`src/rtl/rgb565_pwm_led.sv`:
```
// rgb565_pwm_led: drives the board RGB LEDs with 8-bit PWM so that they show
// the same RGB565 color that is sent to the ILI9341 panel.
//
// Parameters:
//   PRESCALE      clk cycles per PWM tick (>= 1)
// Ports:
//   clk           system clock
//   rst           synchronous, active-high reset
//   color_in      RGB565 color: [15:11] R5, [10:5] G6, [4:0] B5
//   color_valid   color_in is valid this cycle
//   color_ready   a color can be accepted (pending buffer empty)
//   red/green/blue  registered LED drives, active-high
//   period_start  one-cycle pulse in the first cycle of each PWM period
//
// A new color is held in a one-deep pending buffer and copied into the
// active register only at a PWM period boundary, so a period never mixes
// two colors.
module rgb565_pwm_led #(
  parameter int unsigned PRESCALE = 4
) (
  input  logic        clk,
  input  logic        rst,
  input  logic [15:0] color_in,
  input  logic        color_valid,
  output logic        color_ready,
  output logic        red,
  output logic        green,
  output logic        blue,
  output logic        period_start
);

  localparam int unsigned PRE_W   = (PRESCALE > 1) ? $clog2(PRESCALE) : 1;
  localparam int unsigned CNT_W   = 8;
  localparam int unsigned COLOR_W = 16;

  logic [PRE_W-1:0]   pre;
  logic [CNT_W-1:0]   cnt;
  logic [COLOR_W-1:0] active;
  logic [COLOR_W-1:0] pending;
  logic               pending_full;

  logic               tick;
  logic               boundary;
  logic               accept;
  logic [CNT_W-1:0]   duty_r;
  logic [CNT_W-1:0]   duty_g;
  logic [CNT_W-1:0]   duty_b;

  // Ready is forced high while in reset so the source never sees a stale
  // full flag; handshakes during reset are ignored anyway.
  assign color_ready = rst | ~pending_full;

  assign tick     = (pre == PRE_W'(PRESCALE - 1));
  assign boundary = tick && (cnt == CNT_W'(255));
  assign accept   = color_valid && !pending_full;

  // Expand each channel to 8 bits by replicating its MSBs into the LSBs,
  // so zero stays 0x00 and full scale reaches 0xFF.
  assign duty_r = {active[15:11], active[15:13]};
  assign duty_g = {active[10:5],  active[10:9]};
  assign duty_b = {active[4:0],   active[4:2]};

  // Prescaler and PWM counter.
  always_ff @(posedge clk) begin
    if (rst) begin
      pre <= '0;
      cnt <= '0;
    end else if (tick) begin
      pre <= '0;
      cnt <= cnt + CNT_W'(1);
    end else begin
      pre <= pre + PRE_W'(1);
    end
  end

  // Pending buffer and boundary-aligned color update. An accept can only
  // happen while the buffer is empty, so it never collides with a boundary
  // that drains a full buffer; an accept on a boundary waits a full period.
  always_ff @(posedge clk) begin
    if (rst) begin
      active       <= '0;
      pending      <= '0;
      pending_full <= 1'b0;
    end else begin
      if (boundary && pending_full) begin
        active <= pending;
      end
      if (accept) begin
        pending      <= color_in;
        pending_full <= 1'b1;
      end else if (boundary) begin
        pending_full <= 1'b0;
      end
    end
  end

  // Registered compare; outputs lag cnt/active by one cycle.
  always_ff @(posedge clk) begin
    if (rst) begin
      red          <= 1'b0;
      green        <= 1'b0;
      blue         <= 1'b0;
      period_start <= 1'b0;
    end else begin
      red          <= (cnt < duty_r);
      green        <= (cnt < duty_g);
      blue         <= (cnt < duty_b);
      period_start <= boundary;
    end
  end

endmodule

```
`config.mk`:
```
export PLATFORM = sky130hd
export DESIGN_NAME = rgb565_pwm_led
export DESIGN_NICKNAME = d
export VERILOG_FILES = /design/src/rtl/rgb565_pwm_led.sv
export SDC_FILE = /design/constraint.sdc
export NUM_CORES = 1
export LEC_CHECK = 0
export CAP_MARGIN = 20
export CORE_MARGIN = 2
export CORE_UTILIZATION = 40
export DETAILED_ROUTE_END_ITERATION = 10
export PLACE_DENSITY = 0.62
export REMOVE_ABC_BUFFERS = 1
export SYNTH_ARGS = -nofsm -noshare
export SYNTH_HDL_FRONTEND = slang
export SYNTH_SLANG_ARGS = --single-unit
```
`constraint.sdc`:
```
create_clock -name clk -period 2.3 [get_ports clk]
set_input_delay 0.575 -clock clk [delete_from_list [all_inputs] [get_ports clk]]
set_output_delay 0.575 -clock clk [all_outputs]
set_load 0.03 [all_outputs]
```
* After elaboration in Yosys (flattened, before gate mapping) *
Index checks and enable logic that the tools add are counted.

word-level totals
  memory bits (read-only) = 0
  bits in registers = 47
  bits of input ports = 19
  RAM bits = 0
  bits in latches = 0
  memories kept = 0

operators by class
  reductions and logical operators = 6
  multipliers = 0
  bitwise operators = 2
  divide/modulo/power cells = 0
  magnitude comparators = 3
  shift operators = 0
  muxes and demuxes = 2
  add/sub/neg operators = 2
  equal/unequal tests = 2

operators with widths
  operator             number
  $lt 8x8->1           3
  $add 8x1->8 const B  1
  $eq 8x8->1 const B   1
  $logic_and 1x1->1    3
  $add 2x1->2 const B  1
  $eq 2x2->1 const B   1
  $mux 1               2
  $reduce_bool 2->1    1
  $reduce_or 2->1      1
  $logic_not 1->1      1
  $not 1->1            1
  $or 1x1->1           1

* Depth between registers and ports, before layout *
  depth in word-level cells = 4
  gate-level depth with buffers = 7

* Worst setup path before layout *
Ideal clock, no wire load.

  kind = input to output
  from = input port rst
  to = output port color_ready
  path buffers = 2
  slack = 0.449 ns
  stages = 3
  arrival time = 1.276 ns
  data required time = 1.725 ns
  cells stage by stage = clkbuf_1 buf_2 nand2b_1

on the way
  longest elaborated chain between the ends = 1

ends and longest elaborated chain
  item                line  source
  start: declaration  22    input logic rst,
  $or 1x1->1          51    assign color_ready = rst | ~pending_full;
  end: declaration    25    output logic color_ready,

Every way passes these cells.

* Worst setup path after layout *
  from = register green
  to = output port green

RTL lines
  item                      line  source
  start: declaration        27    output logic green,
  start signal: assignment  106   green <= (cnt < duty_g);

No word-level cell between the ends.

==> reports/summary.json <==
{
  "nNetsFinal": 322,
  "synth_top_area_cell": "dfxtp_1",
  "post_synth_most_frequent_cells": "dfxtp_1, nand2_1, ha_1",
  "initial_core_util_pct": 40.8,
  "root_buffer": "clkbuf_8",
  "ys.warnings.count": 0,
  "insertedDiodeCount": 0,
  "clock_latency_on_the_worst_skew_pair_ns": 0.29,
  "slew_headroom_pct": 57.9,
  "critPathSlowestCell": "clkdlybuf4s50_1",
  "cp_slowest_stage_delay_ns": 0.66,
  "synth_top_flop_cell": "dfxtp_1",
  "tightest_slew_ns": 0.632,
  "die_area_mm2": 0.00660,
  "drc": 0,
  "cts_tree": "built",
  "yosysSeqAreaShare_pct": 39.5,
  "worst-path-max-fanout": 1,
  "dr_total_vias": 1703,
  "post-cts-setup-buffers": 0,
  "detail-route-antenna-nets": 0,
  "setup_viol_count_final": 0,
  "placeableCoreArea_mm2": 0.00585,
  "netlist_instances": 257,
  "cp_cell_sequence": "clkdlybuf4s50_1",
  "timing.critical_path.buf_inv": 1,
  "synth_async_sr_flop_share_pct": 0,
  "status": "completed",
  "yosys-top-cells-area": "dfxtp_1, ha_1, mux2i_1",
  "required_ns": 1.73,
  "row_count": 28,
  "grt.total_usage_pct": 14.6,
  "final_std_cell_area_no_fill_mm2": 0.00278,
  "gp_congestion": 0.771,
  "chipHeight_um": 81.2,
  "met1_length_mm": 2.09,
  "worst_setup_ep_type": "primary output",
  "h-tree-depth": 2,
  "syn2layout_area_growth_pct": 16.4,
  "cts_resized": 0,
  "cts-buffers-inserted": 5,
  "rsz0062_at_grt": "false",
  "power_per_standard_cell_area_mw_per_mm2": 571,
  "critical_path.top_delay_family": "buffers and inverters",
  "synth.most_common_cell": "dfxtp_1",
  "max_freq_mhz": 542,
  "firstDrtPassIters": 4,
  "hold_class": "flip-flop to flip-flop",
  "crit_type": "flip-flop to primary output",
  "numPortBuffers": 23,
  "layout-drive-gt1-share_pct": 7.47,
  "totalWireLength_mm": 4.20,
  "finalWorstPathRequiredPeriod_ns": 1.84,
  "floorplan.die.width_um": 81.2,
  "io_pins": 24,
  "finalHoldViolCount": 0,
  "synth_largest_type_area_fraction_pct": 39.5,
  "max_cap_viol_count": 0,
  "path_clk_slew_ns": 0.08,
  "routed-wl-met3_um": 100,
  "worst_path_arrival_time_ns": 1.27,
  "grt_pass1_vias": 1627,
  "syn_area_mm2": 0.00238,
  "register_bit_total_from_synthesis": 47,
  "ir_drop_uv": 300,
  "number_of_sinks_on_the_clock_net": 47,
  "critPathLaunchType": "flip-flop",
  "grt_max_degree": 32,
  "setup_tns_ns": 0,
  "synth_cell_types": 33,
  "grt_antenna_before_repair": 0,
  "detailed_route_vias_per_instance": 4.78,
  "final.period_utilization_pct": 80.2,
  "top_layer": "met4",
  "fin_skew_ns": 0.00377,
  "leakagePower_uw": 0.000998,
  "placement.cell_area_mm2": 0.00266,
  "route.met2.wl_mm": 1.99,
  "synth_area_per_cell_um2": 9.28,
  "dpl.hpwl_mm": 2.99,
  "n_fill_cell": 576,
  "hold_buffers": 0,
  "drtIter0Drc": 99,
  "mean_routed_wirelength_per_cell_um": 11.8,
  "grt_first_pass_wirelength_mm": 7.36,
  "clock_tree.buffer_depth": 2,
  "synth-edff-count": 0,
  "final-max-slew-violation-count": 0,
  "grt_remaining_overflow": 0
}
[cell type report]
class                   instances  area [um^2]  share of cell area, %
clock buffers                   6         82.6                   2.97
clock inverters                 2         35.0                   1.26
flip-flops and latches         47          941                   33.9
well taps                      75         93.8                   3.38
repair buffers                 30          275                   9.91
inverters                      17         63.8                   2.30
multi-input cells             179         1280                   46.3
[per-layer routing]
metal  vias up  global-route usage (%)
met4         0                    4.58
met2        19                    24.9
met5         -                       0
met3         2                    3.67
li1        905                       -
met1       777                    18.0
[where the power goes]
group | leakage [uW] | switching, uW | internal, uW
Combinational | 0.000555 | 53.5 | 60.7
Sequential | 0.000382 | 14.0 | 836
Clock | 0.0000612 | 270 | 352
Total | 0.000998 | 337 | 1250
[stage by stage]
stage	std cells	power (uW)	hold slack [ns]	setup slack (ns)	utilization (%)
finish	356	1590	0.430	0.455	47.5
global placement	348	984	0.414	0.486	45.4
floorplan	243	919	0.400	0.197	-
global route	356	1660	0.466	0.406	47.5
CTS	356	1620	0.436	0.430	47.5
detailed placement	348	986	0.424	0.445	45.4
[path summary, 6_finish.rpt]
path | start | to | slack, ns | cells past startpoint
max | green | green | 0.46 | 1
min | pre[0] | pre[0] | 0.43 | 1
max reg2reg | cnt[3] | blue | 0.62 | 5
min reg2reg | pre[0] | pre[0] | 0.43 | 1
[registers in the layout (all words and copies together) (netlist names)]
name and cells:
red 1, cnt 8, pending 16, period_start 1, active 16, pre 2, green 1, blue 1
pending_full 1
[cell families after synthesis]
| group | Yosys count | synth area share (%) |
|---|---|---|
| and+or+nand+nor | 97 | 22.8 |
| DFF | 47 | 39.5 |
| AOI/OAI and AO/OA | 36 | 9.44 |
| buffers and inverters | 31 | 6.66 |
| adders and majority gates | 23 | 12.1 |
| muxes | 19 | 8.08 |
| xor gates and xnor gates | 4 | 1.47 |
[placed cells by master, fill, tap and decap left out, types with 8 or more instances in the layout]
cell type and n:
a21oi_1 20, buf_4 8, clkdlybuf4s50_1 21, dfxtp_1 47, ha_1 23, inv_1 17
mux2i_1 17, nand2_1 34, nand2b_1 16, nor2_1 8, or2b_1 18
(Power assumes the default switching activity.)
